<file path="src/rtl/mpsoc_wb_ext_arbiter.sv">
// Round-robin Wishbone arbiter merging NODES tile masters onto one slave.
// Grant is held for a whole cyc; a per-access timeout errors a hung slave.
module mpsoc_wb_ext_arbiter #(
  parameter int AW      = 32,
  parameter int DW      = 32,
  parameter int NODES   = 16,
  parameter int TIMEOUT = 255
) (
  input  logic                      clk,
  input  logic                      rst,
  input  logic [NODES-1:0][AW-1:0]  m_adr_i,
  input  logic [NODES-1:0][DW-1:0]  m_dat_i,
  input  logic [NODES-1:0][3:0]     m_sel_i,
  input  logic [NODES-1:0]          m_cyc_i,
  input  logic [NODES-1:0]          m_stb_i,
  input  logic [NODES-1:0]          m_we_i,
  input  logic [NODES-1:0]          m_cab_i,
  input  logic [NODES-1:0][2:0]     m_cti_i,
  input  logic [NODES-1:0][1:0]     m_bte_i,
  output logic [NODES-1:0]          m_ack_o,
  output logic [NODES-1:0]          m_err_o,
  output logic [NODES-1:0]          m_rty_o,
  output logic [NODES-1:0][DW-1:0]  m_dat_o,
  output logic [AW-1:0]             s_adr_o,
  output logic [DW-1:0]             s_dat_o,
  output logic [3:0]                s_sel_o,
  output logic                      s_cyc_o,
  output logic                      s_stb_o,
  output logic                      s_we_o,
  output logic                      s_cab_o,
  output logic [2:0]                s_cti_o,
  output logic [1:0]                s_bte_o,
  input  logic                      s_ack_i,
  input  logic                      s_err_i,
  input  logic                      s_rty_i,
  input  logic [DW-1:0]             s_dat_i,
  output logic [NODES-1:0]          grant_o,
  output logic                      timeout_o
);

  localparam int IW = (NODES > 1) ? $clog2(NODES) : 1;
  localparam int CW = $clog2(TIMEOUT + 1);
  localparam logic [CW-1:0] TO_LIM = CW'(TIMEOUT);
  localparam logic [IW:0]   N_EXT  = (IW+1)'(NODES);

  typedef enum logic {IDLE, ACTIVE} state_t;

  state_t           state;
  logic [IW-1:0]    gnt_idx;
  logic [IW-1:0]    rr_ptr;
  logic [IW-1:0]    nxt_idx;
  logic             found;
  logic [IW:0]      cand;
  logic [CW-1:0]    cnt;
  logic [NODES-1:0] grant_q;
  logic             active;
  logic             own_cyc;
  logic             own_stb;
  logic             term;
  logic             to_hit;

  assign active  = (state == ACTIVE);
  assign own_cyc = m_cyc_i[gnt_idx];
  assign own_stb = m_stb_i[gnt_idx];
  assign term    = s_ack_i | s_err_i | s_rty_i;
  // A slave termination in the limit cycle wins over the timeout
  assign to_hit  = active & own_cyc & own_stb
                 & (cnt == TO_LIM) & ~term;

  assign grant_o   = grant_q;
  assign timeout_o = to_hit;
  assign m_dat_o   = {NODES{s_dat_i}};

  // First requester at or after rr_ptr, wrapping upward
  always_comb begin
    nxt_idx = rr_ptr;
    found   = 1'b0;
    cand    = '0;
    for (int i = 0; i < NODES; i++) begin
      cand = {1'b0, rr_ptr} + (IW+1)'(i);
      if (cand >= N_EXT) cand = cand - N_EXT;
      if (!found && m_cyc_i[cand[IW-1:0]]) begin
        found   = 1'b1;
        nxt_idx = cand[IW-1:0];
      end
    end
  end

  // Owner request mux toward the slave and response demux back
  always_comb begin
    s_adr_o = '0;
    s_dat_o = '0;
    s_sel_o = '0;
    s_cyc_o = 1'b0;
    s_stb_o = 1'b0;
    s_we_o  = 1'b0;
    s_cab_o = 1'b0;
    s_cti_o = '0;
    s_bte_o = '0;
    m_ack_o = '0;
    m_err_o = '0;
    m_rty_o = '0;
    if (active) begin
      s_adr_o = m_adr_i[gnt_idx];
      s_dat_o = m_dat_i[gnt_idx];
      s_sel_o = m_sel_i[gnt_idx];
      s_cyc_o = own_cyc & ~to_hit;
      s_stb_o = own_stb & ~to_hit;
      s_we_o  = m_we_i[gnt_idx];
      s_cab_o = m_cab_i[gnt_idx];
      s_cti_o = m_cti_i[gnt_idx];
      s_bte_o = m_bte_i[gnt_idx];
      if (own_cyc) begin
        m_ack_o[gnt_idx] = s_ack_i;
        m_err_o[gnt_idx] = s_err_i | to_hit;
        m_rty_o[gnt_idx] = s_rty_i;
      end
    end
  end

  // Arbitration FSM, round-robin pointer and access timeout counter
  always_ff @(posedge clk or posedge rst) begin
    if (rst) begin
      state   <= IDLE;
      gnt_idx <= '0;
      rr_ptr  <= '0;
      cnt     <= '0;
      grant_q <= '0;
    end else begin
      unique case (state)
        IDLE: begin
          cnt <= '0;
          if (found) begin
            state            <= ACTIVE;
            gnt_idx          <= nxt_idx;
            grant_q          <= '0;
            grant_q[nxt_idx] <= 1'b1;
          end
        end
        ACTIVE: begin
          if (!own_cyc) begin
            state   <= IDLE;
            grant_q <= '0;
            cnt     <= '0;
            if (gnt_idx == IW'(NODES - 1))
              rr_ptr <= '0;
            else
              rr_ptr <= gnt_idx + IW'(1);
          end else if (term || !own_stb || to_hit) begin
            cnt <= '0;
          end else begin
            cnt <= cnt + CW'(1);
          end
        end
        default: state <= IDLE;
      endcase
    end
  end

endmodule

</file>
<file path="config.mk">
export PLATFORM = sky130hd
export DESIGN_NAME = mpsoc_wb_ext_arbiter
export DESIGN_NICKNAME = d
export VERILOG_FILES = /design/src/rtl/mpsoc_wb_ext_arbiter.sv
export SDC_FILE = /design/constraint.sdc
export NUM_CORES = 1
export LEC_CHECK = 0
export CAP_MARGIN = 20
export CORE_AREA = 5 5 752 754
export DETAILED_ROUTE_END_ITERATION = 12
export DIE_AREA = 0 0 757 759
export PLACE_DENSITY_LB_ADDON = 0.2
export SYNTH_ARGS = -nofsm -noshare
export SYNTH_HDL_FRONTEND = slang
export SYNTH_SLANG_ARGS = --single-unit
</file>
<file path="constraint.sdc">
create_clock -name clk -period 13.7 [get_ports clk]
set_clock_uncertainty 0.15 [all_clocks]
set_input_delay 2.055 -clock clk [delete_from_list [all_inputs] [get_ports clk]]
set_output_delay 2.055 -clock clk [all_outputs]
set_load 0.005 [all_outputs]
</file>
* After elaboration in Yosys (flattened, before gate mapping) *
Cells that the tools add are included.

word-level totals
  input bits = 1269
  bits in read-only memories = 0
  memories = 0
  word-level logic and storage cells = 259
  bits in latches = 0
  output and inout port bits = 654
  flip-flop bits (word level) = 33
  bits in writable memories = 0

cells by class
  muxes and demuxes = 127
  add/subtract/negate cells = 33
  multipliers = 0
  reductions and logical operators = 38
  shift operators = 0
  $lt $le $gt $ge = 36
  bitwise gates (word level) = 16
  equal/unequal tests = 4
  divide/modulo/power cells = 0

operator list
  kind                                                 number
  binary-select mux 32 bit (select 4 bit)              2
  two-way mux 4 bit                                    35
  two-way mux 16 bit                                   8
  two-way mux 32 bit                                   4
  < comparator 4 x 5 -> 1 bit (second input constant)  18
  binary-select mux 1 bit (select 4 bit)               20
  >= comparator 5 bit (second input constant)          15
  subtractor 4 x 1 -> 4 bit (second input constant)    16
  AND 16 bit                                           3
  two-way mux 1 bit                                    44
  adder 4 x 4 -> 5 bit (second input constant)         8
  one-hot mux 16 bit (2 select lines)                  1
  adder 4 x 3 -> 5 bit (second input constant)         4
  logical AND 1 bit                                    17
  binary-select mux 4 bit (select 4 bit)               1
  logical NOT 1 bit                                    16
  two-way mux 8 bit                                    2
  one-hot mux 8 bit (2 select lines)                   1
  binary-select mux 3 bit (select 4 bit)               1
  adder 4 x 2 -> 5 bit (second input constant)         2
  adder 8 x 1 -> 8 bit (second input constant)         1
  binary-select mux 2 bit (select 4 bit)               1
  demux 1 bit (select 4 bit)                           2
  equality test 8 bit (second input constant)          1
  other kinds (14)                                     31

* Longest topological paths before layout *
  depth in word-level cells = 56
  depth in mapped cells = 19
  depth with buffers taken out = 11

* Worst setup path after synthesis *
Ideal clock, no wire load.

  kind = input to output
  start point = input m_cyc_i[15]
  end point = output m_err_o[0]
  path slack = 7.737 ns
  required time = 11.495 ns
  stages = 8
  arrival = 3.758 ns
  path buffers = 0
  cells stage by stage = mux4_2 mux4_2 and2_1 nand3_1 nor2_1 o21a_1 nand2b_1 nor2_1

on the way
  cells in the longest elaborated chain, start to end = 10

RTL lines
  what                                     line  RTL
  from (decl)                              14    input logic [NODES-1:0] m_cyc_i,
  binary-select mux 1 bit (select 4 bit)   63    assign own_cyc = m_cyc_i[gnt_idx];
  two-way mux 1 bit (not written as such)  63
  AND 1 bit (2 in series)                  67    assign to_hit = active & own_cyc & own_stb
  AND 1 bit (2 in series)                  68    & (cnt == TO_LIM) & ~term;
  net timeout_o                            38    output logic timeout_o
  OR 1 bit                                 115   m_err_o[gnt_idx] = s_err_i | to_hit;
  AND 16 bit (no line)                     --
  two-way mux 16 bit                       113   if (own_cyc) begin
  two-way mux 16 bit                       103   if (active) begin
  to (decl)                                21    output logic [NODES-1:0] m_err_o,

The timed path passes the listed nets, and every way through them passes these cells. The select of a mux whose other input is x is not followed.

* Worst setup path after layout *
  start point = input m_cyc_i[1]
  end point = output m_err_o[14]

on the way
  cells in the longest elaborated chain, start to end = 10

RTL lines
  what                                       line
  binary-select mux 1 bit (select 4 bit) *   63
  two-way mux 1 bit (not written as such) *  63
  AND 1 bit (2 in series)                    67
  AND 1 bit (2 in series)                    68
  OR 1 bit                                   115
  AND 16 bit (no line)                       --
  two-way mux 16 bit *                       113
  two-way mux 16 bit *                       103

Mark *: on every way between the ends. The rest lies on a longest branch, timed or not. The select of a mux whose other input is x is not followed.

==> run_results.csv <==
group,metric,value,unit
layout,final_cell_mix,"clkdlybuf4s50_1 (1378), mux4_2 (411), and2_1 (76)",
clock_network,postCtsSetupRepairBufs,0,
synth,ys_async_sr_fraction,100,%
die,placementRows,275,
global_route,grt.total_usage,9.03,%
layout,area_growth,110,%
global_route,grt_max_degree,58,
clock_network,cts_tree,"done",
clock_network,cts_max_path_buffers,2,
timing,slew_headroom,26.5,%
timing,final-max-slew-violation-count,0,
timing,fin_crit_sh,57.2,%
clock_network,clk_pin_slew,0.06,ns
layout,finalNetCount,3644,
placed_design,place_hpwl,253000,um
worst_setup_path,worstSetupPathType,"in2out",
synth,seq_area_frac_synth,4.65,%
worst_setup_path,slowest_stage,"clkdlybuf4s50_1",
worst_setup_path,crit_chain,"clkdlybuf4s50_1 -> mux4_2 -> mux4_2 -> and2_1 -> nand3_1 -> nor2_1 -> o21a_1 -> nand2_1 -> nor2_1 -> clkdlybuf4s50_1",
synth,synth_flop_cell,"dfrtp_1",
route,viasPerCell,1.93,
die,die_y,759,um
timing,rsz0062_at_grt,"no",
synth,synth_nets,2851,
worst_setup_path,crit_path_start,"m_cyc_i[1]",
timing,finalSetupViolations,0,
global_route,first_global_vias,20331,
power,power,6.59,mW
worst_setup_path,reg2reg_depth,12,
route,drc,0,
clock_network,htree_levels,2,
route,routed_wl,271000,um
route,vias,19107,
route,first_iter_violations,1275,
timing,worst_slew_pin_slew,1.10,ns
synth,ys_ff_latch,33,
timing,min_period,7.84,ns
power,power_density,177,nW/um^2
global_route,overflow,0,
worst_setup_path,max_stage_delay,0.67,ns
synth,synth_edf_count,0,
die,start_util,3.18,%
clock_network,numCtsBuffers,5,
worst_setup_path,r2r-start,"rr_ptr[0]",
status,status,"finished, final reports clean",
timing,fin_setup_tns,0,ns
power,peakVddDrop,0.103,mV
global_route,grt_pass1_wl,319000,um
die,dieArea,575000,um^2
clock_network,clockRootBuffer,"clkbuf_16",
synth,synth_cell_types,73,
synth,syn_inst,1570,
placed_design,place.gp.congestion,0.902,
layout,final_common_cell,"clkdlybuf4s50_1",
worst_setup_path,worstPathRequired,11.49,ns
route,wl_per_cell,27.4,um
worst_setup_path,crit_path_max_fanout,8,
die,die_w,757,um
synth,synth.avg_cell_area,11.3,um^2
global_route,antenna_found_initial,253,
timing,hold_viol_final,0,
worst_setup_path,critPathArrivalTime,5.63,ns
placed_design,io_buffers,1378,
die,pin_count,1923,
min_path,hp-start,"grant_o[0]",
clock_network,clk_latency,0.33,ns
clock_network,clkSinkCount,33,
timing,fmax,0.128,GHz
synth,yosys_warnings,0,
power,leakagePower,9.86,nW
layout,nFillCells,65282,
min_path,min_path_cells,2,
route,postRouteAntennaNets,0,
worst_setup_path,crit_path_end_kind,"output pin",
clock_network,cts-resized-gates,0,
worst_setup_path,cp-start-kind,"input pin",
route,firstDrtPassIters,5,
synth,synth_area,17800,um^2
die,core-area,558000,um^2
min_path,hold_class,"reg2reg",
clock_network,holdBufCountCts,0,
layout,drive_gt1_share,21.8,%
run,max-cap-violations,0,
routing by layer:
metal  share of wire (%)  up-vias  global-route usage [%]
li1                    -     7271                       -
met1                  38     9515                    10.0
met4                0.79      136                   0.322
met5                0.33        -                       0
met3                  13      394                    5.28
met2                  48     1791                    15.6
where the power goes:
part,leakage [nW],total [mW],switching [mW],internal [mW]
Combinational,9.35,6.20,3.63,2.57
Clock,0.0844,0.149,0.0577,0.0913
Sequential,0.432,0.242,0.116,0.126
layout make-up:
cell class / instances / area [um^2] / area share (%)
clock buffer: 7 / 143 / 0.383
multi-input combinational: 886 / 12500 / 33.7
sequential: 33 / 845 / 2.27
clock inverter: 1 / 30.0 / 0.0806
antenna: 44 / 110 / 0.296
inverter: 20 / 75.1 / 0.202
tap: 7479 / 9360 / 25.1
timing repair buffer: 1417 / 14100 / 38.0
Yosys cell counts, types with 5 or more instances:
cell type,instances,area [um^2]
o21a_1,5,37.5
xor2_1,6,52.6
inv_1,19,71.3
clkbuf_1,81,304
o21ai_0,16,80.1
xnor2_1,10,87.6
o211ai_1,10,75.1
mux2_2,15,169
ha_1,12,150
o31ai_2,10,125
buf_1,27,101
mux4_2,411,9260
nor2_1,75,282
buf_4,513,3850
mux2i_2,5,68.8
nor3_1,11,55.1
buf_2,6,30.0
nand2b_1,10,62.6
mux2i_1,21,210
nand2_1,61,229
a21oi_1,22,110
nand3_1,16,80.1
and2_1,76,475
nor2b_1,5,31.3
dfrtp_1,33,826
o31ai_1,10,75.1
sequential cells by signal, summed over array words and instances, names as in the netlist:
register / count
grant_o: 16
gnt_idx: 4
cnt: 8
rr_ptr: 4
active: 1
worst max-delay path: cells and delay by family:
kind / cells / cell delay (ns)
buf+inv: 2 / 1.21
simple gates: 5 / 1.14
mux: 2 / 0.79
compound gates: 1 / 0.40
per-stage QoR:
stage / cell area [um^2] / setup slack [ns] / cells / util (%) / hold WS [ns]
floorplan: 17800 / 7.74 / 1570 / - / 0.305
global placement: 36900 / 5.46 / 9833 / 6.61 / 0.320
detailed placement: 36900 / 5.57 / 9833 / 6.61 / 0.324
CTS: 37100 / 5.56 / 9841 / 6.64 / 0.338
global route: 37100 / 5.46 / 9848 / 6.65 / 0.358
finish: 37200 / 5.86 / 9887 / 6.67 / 0.329
path summary, 6_finish.rpt:
path	end	slack [ns]
setup reg to reg	grant_o[4]	6.89
setup / recovery	m_err_o[14]	5.86
max in group asynchronous	gnt_idx[2]	10.77
hold reg to reg	grant_o[0]	0.33
hold / removal	grant_o[0]	0.33
min in group asynchronous	cnt[1]	2.04
kinds of logic (layout without fill, tap and decap cells):
group | Yosys count | in the layout | synth area share [%]
buffers and inverters | 651 | 1445 | 24.8
multiplexers | 459 | 459 | 55.6
AND/OR/NAND/NOR | 280 | 280 | 8.16
AO/OA/AOI/OAI | 116 | 116 | 4.86
flip-flops | 33 | 33 | 4.65
XOR/XNOR | 19 | 19 | 1.06
adder cells (fa/ha/maj) | 12 | 12 | 0.846
other | 0 | 44 | 0
(Power assumes the default switching activity.)
